## src/rtl/res_port_arbiter.sv

```systemverilog
// Result-RAM port arbiter: round-robin ownership grant for NREQ pass engines
// with direct handoff, optional hold-limit preemption and per-requester read return.
module res_port_arbiter #(
   parameter int unsigned NREQ     = 3,
   parameter int unsigned AW       = 14,
   parameter int unsigned DW       = 8,
   parameter int unsigned MAX_HOLD = 0
) (
   input  logic               clk,
   input  logic               reset,
   input  logic [NREQ-1:0]    req_i,
   output logic [NREQ-1:0]    gnt_o,
   input  logic [NREQ-1:0]    rd_i,
   input  logic [NREQ-1:0]    wr_i,
   input  logic [NREQ*AW-1:0] addr_i,
   input  logic [NREQ*DW-1:0] wdata_i,
   output logic [DW-1:0]      rdata_o,
   output logic [NREQ-1:0]    rvalid_o,
   output logic               res_rd_o,
   output logic               res_wr_o,
   output logic [AW-1:0]      res_addr_o,
   output logic [DW-1:0]      res_do_o,
   input  logic [DW-1:0]      res_di_i,
   output logic               err_o
);

   localparam int unsigned IW = (NREQ > 1) ? $clog2(NREQ) : 1;
   localparam int unsigned SW = IW + 1;

   typedef enum logic [0:0] {StIdle, StOwned} state_e;

   state_e          state_q, state_d;
   logic [IW-1:0]   own_q, own_d;
   logic [IW-1:0]   ptr_q, ptr_d;
   logic [15:0]     hold_q, hold_d;
   logic [NREQ-1:0] gnt_q, gnt_d;
   logic [NREQ-1:0] rvalid_q, rvalid_d;
   logic            err_q, err_d;

   logic [IW-1:0]     own_inc;
   logic [IW-1:0]     scan_start;
   logic [2*NREQ-1:0] req_dbl;
   logic [NREQ-1:0]   req_rot;
   logic              scan_found;
   logic [SW-1:0]     scan_sum;
   logic [IW-1:0]     scan_idx;
   logic              owner_req;
   logic              others_pending;
   logic              preempt;

   assign own_inc        = (32'(own_q) == NREQ - 1) ? '0 : own_q + 1'b1;
   assign owner_req      = |(req_i & gnt_q);
   assign others_pending = |(req_i & ~gnt_q);
   assign preempt        = (MAX_HOLD != 0) && (state_q == StOwned) && owner_req &&
                           others_pending && (hold_q == 16'(MAX_HOLD - 1));

   // Round-robin scan: rotate requests so the start index sits at bit 0, take the first set bit.
   always_comb begin
      scan_start = (state_q == StOwned) ? own_inc : ptr_q;
      req_dbl    = {req_i, req_i} >> scan_start;
      req_rot    = req_dbl[NREQ-1:0];
      scan_found = 1'b0;
      scan_sum   = '0;
      scan_idx   = '0;
      for (int k = 0; k < NREQ; k++) begin
         if (!scan_found && req_rot[k]) begin
            scan_found = 1'b1;
            scan_sum   = SW'(scan_start) + SW'(k);
            if (scan_sum >= SW'(NREQ)) begin
               scan_sum = scan_sum - SW'(NREQ);
            end
            scan_idx = scan_sum[IW-1:0];
         end
      end
   end

   // Ownership FSM: grant from idle, hold, release/preempt with same-edge handoff.
   always_comb begin
      state_d = state_q;
      own_d   = own_q;
      ptr_d   = ptr_q;
      hold_d  = hold_q;
      gnt_d   = gnt_q;
      unique case (state_q)
         StIdle: begin
            if (scan_found) begin
               state_d         = StOwned;
               own_d           = scan_idx;
               hold_d          = '0;
               gnt_d           = '0;
               gnt_d[scan_idx] = 1'b1;
            end
         end
         StOwned: begin
            if (!owner_req || preempt) begin
               ptr_d  = own_inc;
               hold_d = '0;
               gnt_d  = '0;
               if (scan_found) begin
                  own_d           = scan_idx;
                  gnt_d[scan_idx] = 1'b1;
               end else begin
                  state_d = StIdle;
               end
            end else if ((MAX_HOLD != 0) && others_pending) begin
               hold_d = hold_q + 16'd1;
            end else begin
               hold_d = '0;
            end
         end
         default: begin
            state_d = StIdle;
            gnt_d   = '0;
         end
      endcase
   end

   // RAM bus is driven only by an owner that still holds its request; read wins only without write.
   always_comb begin
      res_rd_o   = 1'b0;
      res_wr_o   = 1'b0;
      res_addr_o = '0;
      res_do_o   = '0;
      if ((state_q == StOwned) && owner_req) begin
         res_addr_o = addr_i[own_q*AW +: AW];
         res_do_o   = wdata_i[own_q*DW +: DW];
         res_wr_o   = wr_i[own_q];
         res_rd_o   = rd_i[own_q] & ~wr_i[own_q];
      end
   end

   // Read return is tagged with the issuing owner, so it survives a handoff on the same edge.
   always_comb begin
      rvalid_d = '0;
      if (res_rd_o) begin
         rvalid_d[own_q] = 1'b1;
      end
      err_d = err_q | (|(rd_i & wr_i & gnt_q)) | (|((rd_i | wr_i) & ~gnt_q));
   end

   // State registers with asynchronous active-low reset.
   always_ff @(posedge clk or negedge reset) begin
      if (!reset) begin
         state_q  <= StIdle;
         own_q    <= '0;
         ptr_q    <= '0;
         hold_q   <= '0;
         gnt_q    <= '0;
         rvalid_q <= '0;
         err_q    <= 1'b0;
      end else begin
         state_q  <= state_d;
         own_q    <= own_d;
         ptr_q    <= ptr_d;
         hold_q   <= hold_d;
         gnt_q    <= gnt_d;
         rvalid_q <= rvalid_d;
         err_q    <= err_d;
      end
   end

   assign gnt_o    = gnt_q;
   assign rvalid_o = rvalid_q;
   assign err_o    = err_q;
   assign rdata_o  = res_di_i;

endmodule
```

## config.mk

```make
export PLATFORM = sky130hd
export DESIGN_NAME = res_port_arbiter
export DESIGN_NICKNAME = d
export VERILOG_FILES = /design/src/rtl/res_port_arbiter.sv
export SDC_FILE = /design/constraint.sdc
export NUM_CORES = 1
export LEC_CHECK = 0
export BUFFER_PORTS_ARGS = -buffer_cell sky130_fd_sc_hd__buf_4
export CAP_MARGIN = 15
export CORE_AREA = 2 2 64 66
export CTS_CLUSTER_SIZE = 24
export DETAILED_ROUTE_END_ITERATION = 8
export DIE_AREA = 0 0 66 68
export PLACE_DENSITY = 0.79
export SYNTH_ARGS = -nofsm -noshare
export SYNTH_HDL_FRONTEND = slang
export SYNTH_SLANG_ARGS = --single-unit
```

## constraint.sdc

```tcl
create_clock -name clk -period 2.2 [get_ports clk]
set_input_delay 0.11 -clock clk [delete_from_list [all_inputs] [get_ports clk]]
set_output_delay 0.11 -clock clk [all_outputs]
set_load 0.1 [all_outputs]
```

==> results_dict.tcl, run 1 <==
set metrics [dict create \
    ys_seq_elements 12 \
    htree_levels 1 \
    grt_max_degree 25 \
    vias_per_cell 5.08 \
    layout_common_cells "112 x buf_4, 30 x nor2_1, 25 x mux2i_1, 25 x a21oi_1, 20 x nor2_4" \
    p_leak_uw 0.00118 \
    clk_path_buf_depth 2 \
    cp_max_fo 24 \
    m1WireLength_mm 1.91 \
    routabilityCongestion 0.860 \
    vias 1756 \
    num_rows 23 \
    yosys.area_share.xor_xnor_pct 0.621 \
    synth_cell_types 40 \
    r2r_cells 9 \
    worst_hold_path.num_cells 3 \
    wl_met2_mm 2.58 \
    pre_cts_ws_ps 233 \
    finalNonFillerCells 346 \
    hold_viol 0 \
    placed_cells 340 \
    p_clk_share_pct 6.3 \
    diodes 0 \
    syn_nets 284 \
    syn_inst 198 \
    synthMuxAreaShare_pct 20.9 \
    max_stage_delay_ps 410 \
    endpoint_kind "primary output" \
    core_area_um2 3860 \
    first_pass_iters 6 \
    fin_skew_ps 6.36 \
    die_w_um 66 \
    reg2reg_slack_ps 170 \
    grt_pass1_wl_mm 7.18 \
    fin_nets 383 \
    antenna_found_initial 0 \
    startpoint_type "flop" \
    cp_cell_sequence "buf_8 > mux2i_1 > nor2_1 > a21oi_1 > nand3_1 > inv_1 > buf_6" \
    slowest_stage "dfrtp_1" \
    io_pins 124 \
    avgSynthCellArea_um2 7.12 \
    dr.max_layer_used "met4" \
    power.internal_uw 1420 \
    netSwitchingPower_uw 2420 \
    crit_type "reg -> out" \
    path_clk_slew_ps 60 \
    ys_seq_area_share_pct 21.3 \
    seqPwrFrac_pct 9.6 \
    drc 0 \
    reg2reg_to "gnt_o[0]" \
    grt-ovfl-total 0 \
    finalWirelength_mm 4.82 \
    fmax_mhz 489 \
    rr_startpoint "own_q[0]" \
    worstPathRequired_ps 2090 \
    synth_top_family_by_area "simple AND/OR/NAND/NOR gates" \
    run_status "finished clean" \
    clk_latency_ps 240 \
    start_util_pct 36.6 \
    die_y_um 68 \
    ant_nets 0 \
    fin_ws_ps 154 \
    grt_pass1_vias 1613 \
    layout_commonest_cell "buf_4" \
    p_per_area_nw_per_um2 1560 \
    holdWs_ps 122 \
    pwr-share-comb_pct 84.1 \
    numCtsBuffers 3 \
    min_period_ps 2050 \
    synthSimpleGateAreaFrac_pct 25.0 \
    synth_fa_ha_area_share_pct 0.887 \
    slew_headroom_pct 73.2 \
    critPathArrivalTime_ps 1940 \
    rsz0062_at_grt "true" \
    swShare_pct 63.0 \
    tritoncts "done" \
    cts_root_buffer "clkbuf_8" \
    setup_violations 0 \
    drt_iter0_drc 55 \
    drive_gt1_share_pct 52.4 \
    syn_to_final_growth_pct 75.0 \
    clkSinkCount 12 \
    holdPathEnd "err_o" \
    slew_viol_final 0 \
    dpl.hpwl_mm 3.86 \
    holdCritPathClass "in -> reg" \
    met3_length_um 306 \
    worst_pin_slew_ps 399 \
    grt_usage_pct 20.2 \
    numPortBuffers 107 \
    cap_viol_max_count 0 \
    wl_per_cell_um 13.9 \
    min_period_over_period_pct 93.0 \
    synth_compound_area_share_pct 19.7 \
    die-area_um2 4490 \
    worst_ir_drop_vdd_v 0.000877 \
    hold_start "wr_i[2]" \
    yosysWarnings 0 \
    synth_area_um2 1410 \
]
## logic make-up (layout without fill, tap and decap cells)
family,count (synthesis),after routing
buffers and inverters,28,126
muxes,29,29
xor gates and xnor gates,1,1
adders and majority gates,1,1
DFF,12,12
and+or+nand+nor,81,81
AOI/OAI and AO/OA,46,46
## power groups by stage
| stage | Combinational [µW] | Sequential (µW) | Clock, µW |
|---|---|---|---|
| after floorplan | 2430 | 530 | 0 |
| after global placement | 3180 | 366 | 0 |
| after detailed placement | 3200 | 367 | 0 |
| after CTS | 3220 | 365 | 246 |
| after global routing | 3410 | 382 | 255 |
| final | 3240 | 370 | 242 |
## cell usage after synthesis
master	instances	area, µm²
o21bai_1	1	7.51
o21a_2	1	8.76
o22ai_1	1	6.26
buf_1	1	3.75
buf_2	7	35.0
nand2b_1	3	18.8
a21o_1	1	7.51
a21o_2	1	8.76
a22oi_1	1	7.51
a222oi_1	1	10.0
nor3_1	3	15.0
nor2b_1	3	18.8
nor3b_2	1	12.5
a31oi_1	1	6.26
mux2_2	3	33.8
nand4_1	1	6.26
nor2_1	53	199
ha_1	1	12.5
or3_1	1	6.26
dfrtp_1	12	300
and2_1	1	6.26
o21ai_0	2	10.0
nand3b_1	1	7.51
nor3b_1	1	7.51
clkbuf_1	4	15.0
o21ai_1	6	30.0
nand2_1	11	41.3
a21oi_1	25	125
a32oi_1	1	8.76
inv_1	5	18.8
a221oi_1	2	17.5
a221oi_2	1	15.0
buf_4	9	67.6
mux2_1	1	11.3
a22o_1	1	8.76
buf_6	2	22.5
nor4b_1	1	8.76
mux2i_1	25	250
nand3_1	1	5.00
xor2_1	1	8.76
## timing repair
action                     CTS  global route
resized for setup            0             4
hold buffers                 1             0
hold endpoints to repair    12             0
buffers inserted             0             1
setup endpoints to repair    0            19
## worst max-delay path by stage
stage                        to  cells past startpoint      from
floorplan           rvalid_o[1]                      5  gnt_o[1]
global placement       gnt_o[0]                      9  own_q[0]
detailed placement     gnt_o[0]                      9  own_q[0]
CTS                    res_rd_o                      7  own_q[1]
global route           gnt_o[0]                      9  own_q[0]
finish                 res_rd_o                      7  own_q[1]
## per-stage QoR
step	cell area [µm²]	setup TNS [ps]	utilization [%]	power, µW
final	2470	0	64.0	3850
after floorplan	1570	0	-	2960
after global routing	2470	-11.8	64.0	4050
after CTS	2450	0	63.4	3830
after global placement	2380	0	61.7	3540
after detailed placement	2380	0	61.7	3570
## critical path: cells and delay by family (launching register included)
| kind | cells | cell delay [ps] |
|---|---|---|
| buf+inv | 3 | 610 |
| flops | 1 | 410 |
| simple gates | 2 | 220 |
| mux | 1 | 250 |
| compound gates | 1 | 200 |
## routing by layer
metal,vias up,track usage [%]
met4,0,2.55
met2,58,36.9
met1,823,25.3
li1,871,-
met5,-,0
met3,4,4.28
## flip-flops by register name, indices dropped and copies added (netlist names)
signal / cells
gnt_o: 3
ptr_q: 2
err_o: 1
state_q: 1
own_q: 2
rvalid_o: 3
## layout make-up
cell class	instances	area, µm²
Inverter	5	18.8
Fill cell	347	1390
Tap cell	50	62.6
Sequential cell	12	304
Timing Repair Buffer	117	917
Multi-Input combinational cell	158	1110
Clock buffer	4	55.1
(Power assumes the default switching activity.)
==> run 2, diff against run 1 <==
--- a/config.mk
+++ b/config.mk
@@ -7,11 +7,13 @@
 export LEC_CHECK = 0
 export BUFFER_PORTS_ARGS = -buffer_cell sky130_fd_sc_hd__buf_4
 export CAP_MARGIN = 15
-export CORE_AREA = 2 2 64 66
+export CELL_PAD_IN_SITES_DETAIL_PLACEMENT = 0
+export CELL_PAD_IN_SITES_GLOBAL_PLACEMENT = 1
+export CORE_AREA = 2 2 66 99
 export CTS_CLUSTER_SIZE = 24
 export DETAILED_ROUTE_END_ITERATION = 8
-export DIE_AREA = 0 0 66 68
-export PLACE_DENSITY = 0.79
+export DIE_AREA = 0 0 68 101
+export PLACE_DENSITY_LB_ADDON = 0.1
 export SYNTH_ARGS = -nofsm -noshare
 export SYNTH_HDL_FRONTEND = slang
 export SYNTH_SLANG_ARGS = --single-unit
==> run 2 against run 1 <==
  * Die area rose by 53%
  * Utilization down 23 points
  * Clock skew shrank 4.4 ps
  * Register-to-register slack worse by 30 ps
  * Sequential share of layout area hardly changed
  * Critical path type is now reg -> reg
  * Routed wire length grew 7.5%
  * Non-clock buffer count down 1
  * Global-route usage fell by 4.7 points
  * Power about the same
  * Highest routed layer unchanged
==> results_dict.tcl, run 2 (same netlist as run 1, synthesis figures left out) <==
set metrics [dict create \
    vias_per_cell 4.67 \
    die_y_um 101 \
    worst_pin_slew_ps 463 \
    min_period_over_period_pct 93.7 \
    diodes 0 \
    placed_area_um2 2390 \
    crit_type "reg -> reg" \
    antenna_found_initial 0 \
    endpoint_kind "flop" \
    hold_viol 0 \
    num_rows 35 \
    cts_root_buffer "clkbuf_8" \
    io_pins 124 \
    core_area_um2 6040 \
    vias 1723 \
    layout_commonest_cell "buf_4" \
    finalWirelength_mm 5.18 \
    drive_gt1_share_pct 52.9 \
    syn_to_final_growth_pct 75.8 \
    die-area_um2 6870 \
    grt_pass1_vias 1734 \
    fin_skew_ps 1.99 \
    fin_nets 382 \
    worstPathRequired_ps 2360 \
    holdWs_ps 147 \
    numCtsBuffers 3 \
    setup_violations 0 \
    clk_path_buf_depth 2 \
    drc 0 \
    slew_viol_final 0 \
    ant_nets 0 \
    numPortBuffers 107 \
    startpoint_type "flop" \
    routabilityCongestion 0.727 \
    rsz0062_at_grt "false" \
    clk_latency_ps 240 \
    critPathArrivalTime_ps 2220 \
    first_pass_iters 4 \
    worst_ir_drop_vdd_v 0.000591 \
    dpl.hpwl_mm 4.23 \
    min_period_ps 2060 \
    stdcell_area_um2 2480 \
    start_util_pct 23.3 \
    slew_headroom_pct 68.9 \
    grt_max_degree 24 \
    htree_levels 1 \
    run_status "finished clean" \
    p_per_area_nw_per_um2 1550 \
    wl_per_cell_um 14.0 \
    die_w_um 68 \
    p_leak_uw 0.00117 \
    fmax_mhz 485 \
    drt_iter0_drc 86 \
    final.setup.tns_ps 0 \
    tritoncts "done" \
    grt_pass1_wl_mm 8.34 \
    path_clk_slew_ps 50 \
    cp_max_fo 5 \
    holdCritPathClass "in -> reg" \
    grt_usage_pct 15.6 \
    layout_common_cells "112 x buf_4, 30 x nor2_1, 25 x mux2i_1" \
    clkSinkCount 12 \
    cap_viol_max_count 0 \
    grt-ovfl-total 0 \
]
-- run 2: changes by cell type in the layout (fill, tap and decap cells not counted) --
cell,change
a21oi_1,-1
buf_6,+1
a21oi_2,+1
buf_12,-1
dfrtp_2,+1
buf_8,-1
dfrtp_1,-1
-- run 2: where the power goes --
group          leakage (µW)  internal [µW]  switching (µW)
Clock             0.0000288            158            79.1
Combinational      0.000999            958            2280
Sequential         0.000144            290            77.9
Total               0.00117           1410            2440
-- run 2: cell type report --
class,instances,area (µm²)
fill,675,3560
multi-input combinational,158,1110
timing repair buffer,116,893
sequential,12,305
tap,74,92.6
clock buffer,4,55.1
inverter,5,18.8
-- run 2: metrics by stage --
stage               power [µW]  std cells  setup WS (ps)  util, %
floorplan                 2960        198           36.6        -
global placement          3610        363            190     39.6
detailed placement        3610        363            106     39.6
CTS                       3860        368           16.6     40.7
global route              4070        369           43.0     41.0
finish                    3850        369            138     41.0
-- run 2: final timing paths --
| kind | startpoint | endpoint | slack, ps | cells after the start |
|---|---|---|---|---|
| setup / recovery | own_q[0] | gnt_o[0] | 140 | 9 |
| hold / removal | wr_i[2] | err_o | 150 | 3 |
| setup reg to reg | own_q[0] | gnt_o[0] | 140 | 9 |
| hold reg to reg | gnt_o[1] | gnt_o[1] | 560 | 2 |
| max in group asynchronous | reset | state_q | 1780 | 2 |
| min in group asynchronous | reset | own_q[1] | 250 | 2 |
-- run 2: metal layers --
metal / wire length, µm / share of wire, % / GRT usage (%) / vias to the layer above
met5: 0 / 0 / 0 / -
met4: 46 / 0.89 / 3.38 / 0
met3: 325 / 6.3 / 3.02 / 4
met2: 2840 / 55 / 28.6 / 66
met1: 1980 / 38 / 18.0 / 780
li1: - / - / - / 873
-- run 2: what timing repair did --
| action | 4_1_cts | 5_1_grt |
|---|---|---|
| gates resized for setup | 0 | 4 |
| endpoints found under the hold margin | 12 | 0 |
| setup buffers | 0 | 1 |
| setup endpoints to repair | 0 | 26 |
| hold buffers | 1 | 0 |
-- run 2: worst max-delay path: stages, from the launching register on --
cell and delay [ps]:
dfrtp_1 410, nor2_1 220, mux2i_1 120, ha_1 370, nand2_1 100, a21oi_1 60, a32oi_1 130, o21ai_1 120
or3_1 320, o21ai_1 130
==> run 3, diff against run 2 <==
--- a/config.mk
+++ b/config.mk
@@ -9,10 +9,11 @@
 export CAP_MARGIN = 15
 export CELL_PAD_IN_SITES_DETAIL_PLACEMENT = 0
 export CELL_PAD_IN_SITES_GLOBAL_PLACEMENT = 1
-export CORE_AREA = 2 2 66 99
+export CORE_AREA = 2 2 65 97
+export CTS_BUF_LIST = sky130_fd_sc_hd__clkbuf_8
 export CTS_CLUSTER_SIZE = 24
 export DETAILED_ROUTE_END_ITERATION = 8
-export DIE_AREA = 0 0 68 101
+export DIE_AREA = 0 0 67 99
 export PLACE_DENSITY_LB_ADDON = 0.1
 export SYNTH_ARGS = -nofsm -noshare
 export SYNTH_HDL_FRONTEND = slang
==> run 3 against run 2 <==
  * Non-clock buffer count unchanged
  * Sequential share of layout area hardly changed
  * First-iteration DRC count fell by 47%
  * Fmax increased by 3.3%
  * Clock skew is 6.7 ps higher
  * Setup slack improved by 67 ps
  * Global-route usage is 0.51 points higher
  * Hold slack lost 28 ps
  * Largest cell class unchanged
  * Power decreased by 1.3%
==> results_dict.tcl, run 3 (same netlist as run 1, synthesis figures left out) <==
set metrics [dict create \
    run_status "finished clean" \
    rsz0062_at_grt "false" \
    slowest_stage "dfrtp_1" \
    cap_viol_max_count 0 \
    drive_gt1_share_pct 51.9 \
    fin_skew_ps 8.68 \
    slew_viol_final 0 \
    numCtsBuffers 3 \
    vias_per_cell 4.75 \
    grt-ovfl-total 0 \
    drt_iter0_drc 46 \
    crit_family "buffers and inverters" \
    layout_commonest_cell "buf_4" \
    num_rows 34 \
    critPathArrivalTime_ps 1890 \
    max_stage_delay_ps 380 \
    min_period_over_period_pct 90.7 \
    drc 0 \
    die_w_um 67 \
    ant_nets 0 \
    min_period_ps 2000 \
    rr_startpoint "own_q[0]" \
    start_util_pct 24.4 \
    die_y_um 99 \
    worst_ir_drop_vdd_v 0.000656 \
    reg2reg_to "gnt_o[0]" \
    crit_top_cell "buf_4" \
    hold_viol 0 \
    grt_pass1_wl_mm 8.32 \
    diodes 0 \
    wl_per_cell_um 13.8 \
    cp_max_fo 27 \
    layout_common_cells "112 x buf_4, 30 x nor2_1, 25 x mux2i_1, 25 x a21oi_1, 20 x nor2_4" \
    die-area_um2 6630 \
    core_area_um2 5790 \
    clkSinkCount 12 \
    vias 1744 \
    cts_root_buffer "clkbuf_8" \
    p_per_area_nw_per_um2 1530 \
    antenna_found_initial 0 \
    fin_nets 382 \
    crit_type "reg -> out" \
    r2r_cells 9 \
    worst_hold_path.num_cells 3 \
    clk_path_buf_depth 2 \
    grt_usage_pct 16.1 \
    reg2reg_slack_ps 250 \
    setup_violations 0 \
    holdPathEnd "err_o" \
    cp_cell_sequence "buf_4 > nor2_1 > a21oi_1 > nand3_1 > inv_1 > buf_4" \
    finalPower_uw 3800 \
    htree_levels 1 \
    pre_cts_ws_ps 247 \
    fin_ws_ps 205 \
    path_buf_inv 3 \
    first_pass_iters 4 \
    fillers 641 \
    startpoint_type "flop" \
    routabilityCongestion 0.722 \
    holdCritPathClass "in -> reg" \
    finalWirelength_mm 5.05 \
    hold_start "wr_i[2]" \
    clk_latency_ps 250 \
    path_clk_slew_ps 60 \
    final.setup.tns_ps 0 \
    tritoncts "done" \
    p_leak_uw 0.00118 \
    io_pins 124 \
    worst_pin_slew_ps 387 \
    slew_headroom_pct 74.0 \
    numPortBuffers 107 \
    worstPathRequired_ps 2090 \
    grt_pass1_vias 1802 \
    syn_to_final_growth_pct 75.5 \
    endpoint_kind "primary output" \
    grt_max_degree 28 \
    fmax_mhz 501 \
    dpl.hpwl_mm 4.08 \
]
-- run 3: repair_timing --
action                     CTS  global route
setup endpoints to repair    0            17
hold buffers                 1             0
hold endpoints to repair    12             0
setup buffers                0             1
resized for setup            0             2
-- run 3: metrics by stage --
step	cell area, µm²	util, %	instances	hold slack [ps]
floorplan	1570	-	198	-186
global placement	2400	41.5	361	-39.1
detailed placement	2400	41.5	361	-38.2
CTS	2460	42.5	366	114
global route	2470	42.8	367	158
finish	2470	42.8	367	119
-- run 3: power by group --
| part | switching, µW | leakage, µW | internal, µW |
|---|---|---|---|
| Combinational | 2270 | 0.00101 | 964 |
| Sequential | 66.2 | 0.000144 | 290 |
| Clock | 86.5 | 0.0000269 | 123 |
| Total | 2420 | 0.00118 | 1380 |
-- run 3: how the worst max path moves through the flow --
stage	from	to	slack [ps]	depth (start not counted)
detailed placement	state_q	own_q[1]	250	7
floorplan	gnt_o[1]	rvalid_o[1]	40	5
global route	own_q[1]	res_addr_o[10]	50	7
global placement	state_q	own_q[1]	210	7
CTS	gnt_o[1]	res_addr_o[13]	40	5
finish	own_q[0]	res_rd_o	200	6
-- run 3: tightest hold or removal path, stage by stage --
cell and delay (ps):
buf_4 90, o21ai_0 70, nand4_1 60
-- run 3: layout make-up --
cell class / instances / area, µm² / area share, %
Clock buffer: 3 / 41.3 / 1.67
Clock inverter: 1 / 3.75 / 0.152
Sequential cell: 12 / 304 / 12.3
Timing Repair Buffer: 116 / 902 / 36.5
Inverter: 5 / 18.8 / 0.758
Multi-Input combinational cell: 158 / 1110 / 45.0
Tap cell: 72 / 90.1 / 3.64
-- run 3: routing by layer --
metal  GRT usage, %  part of all wire [%]
met2           27.7                    51
met3           4.45                   7.9
met4           6.12                   1.5
met5              0                     0
met1           18.3                    40
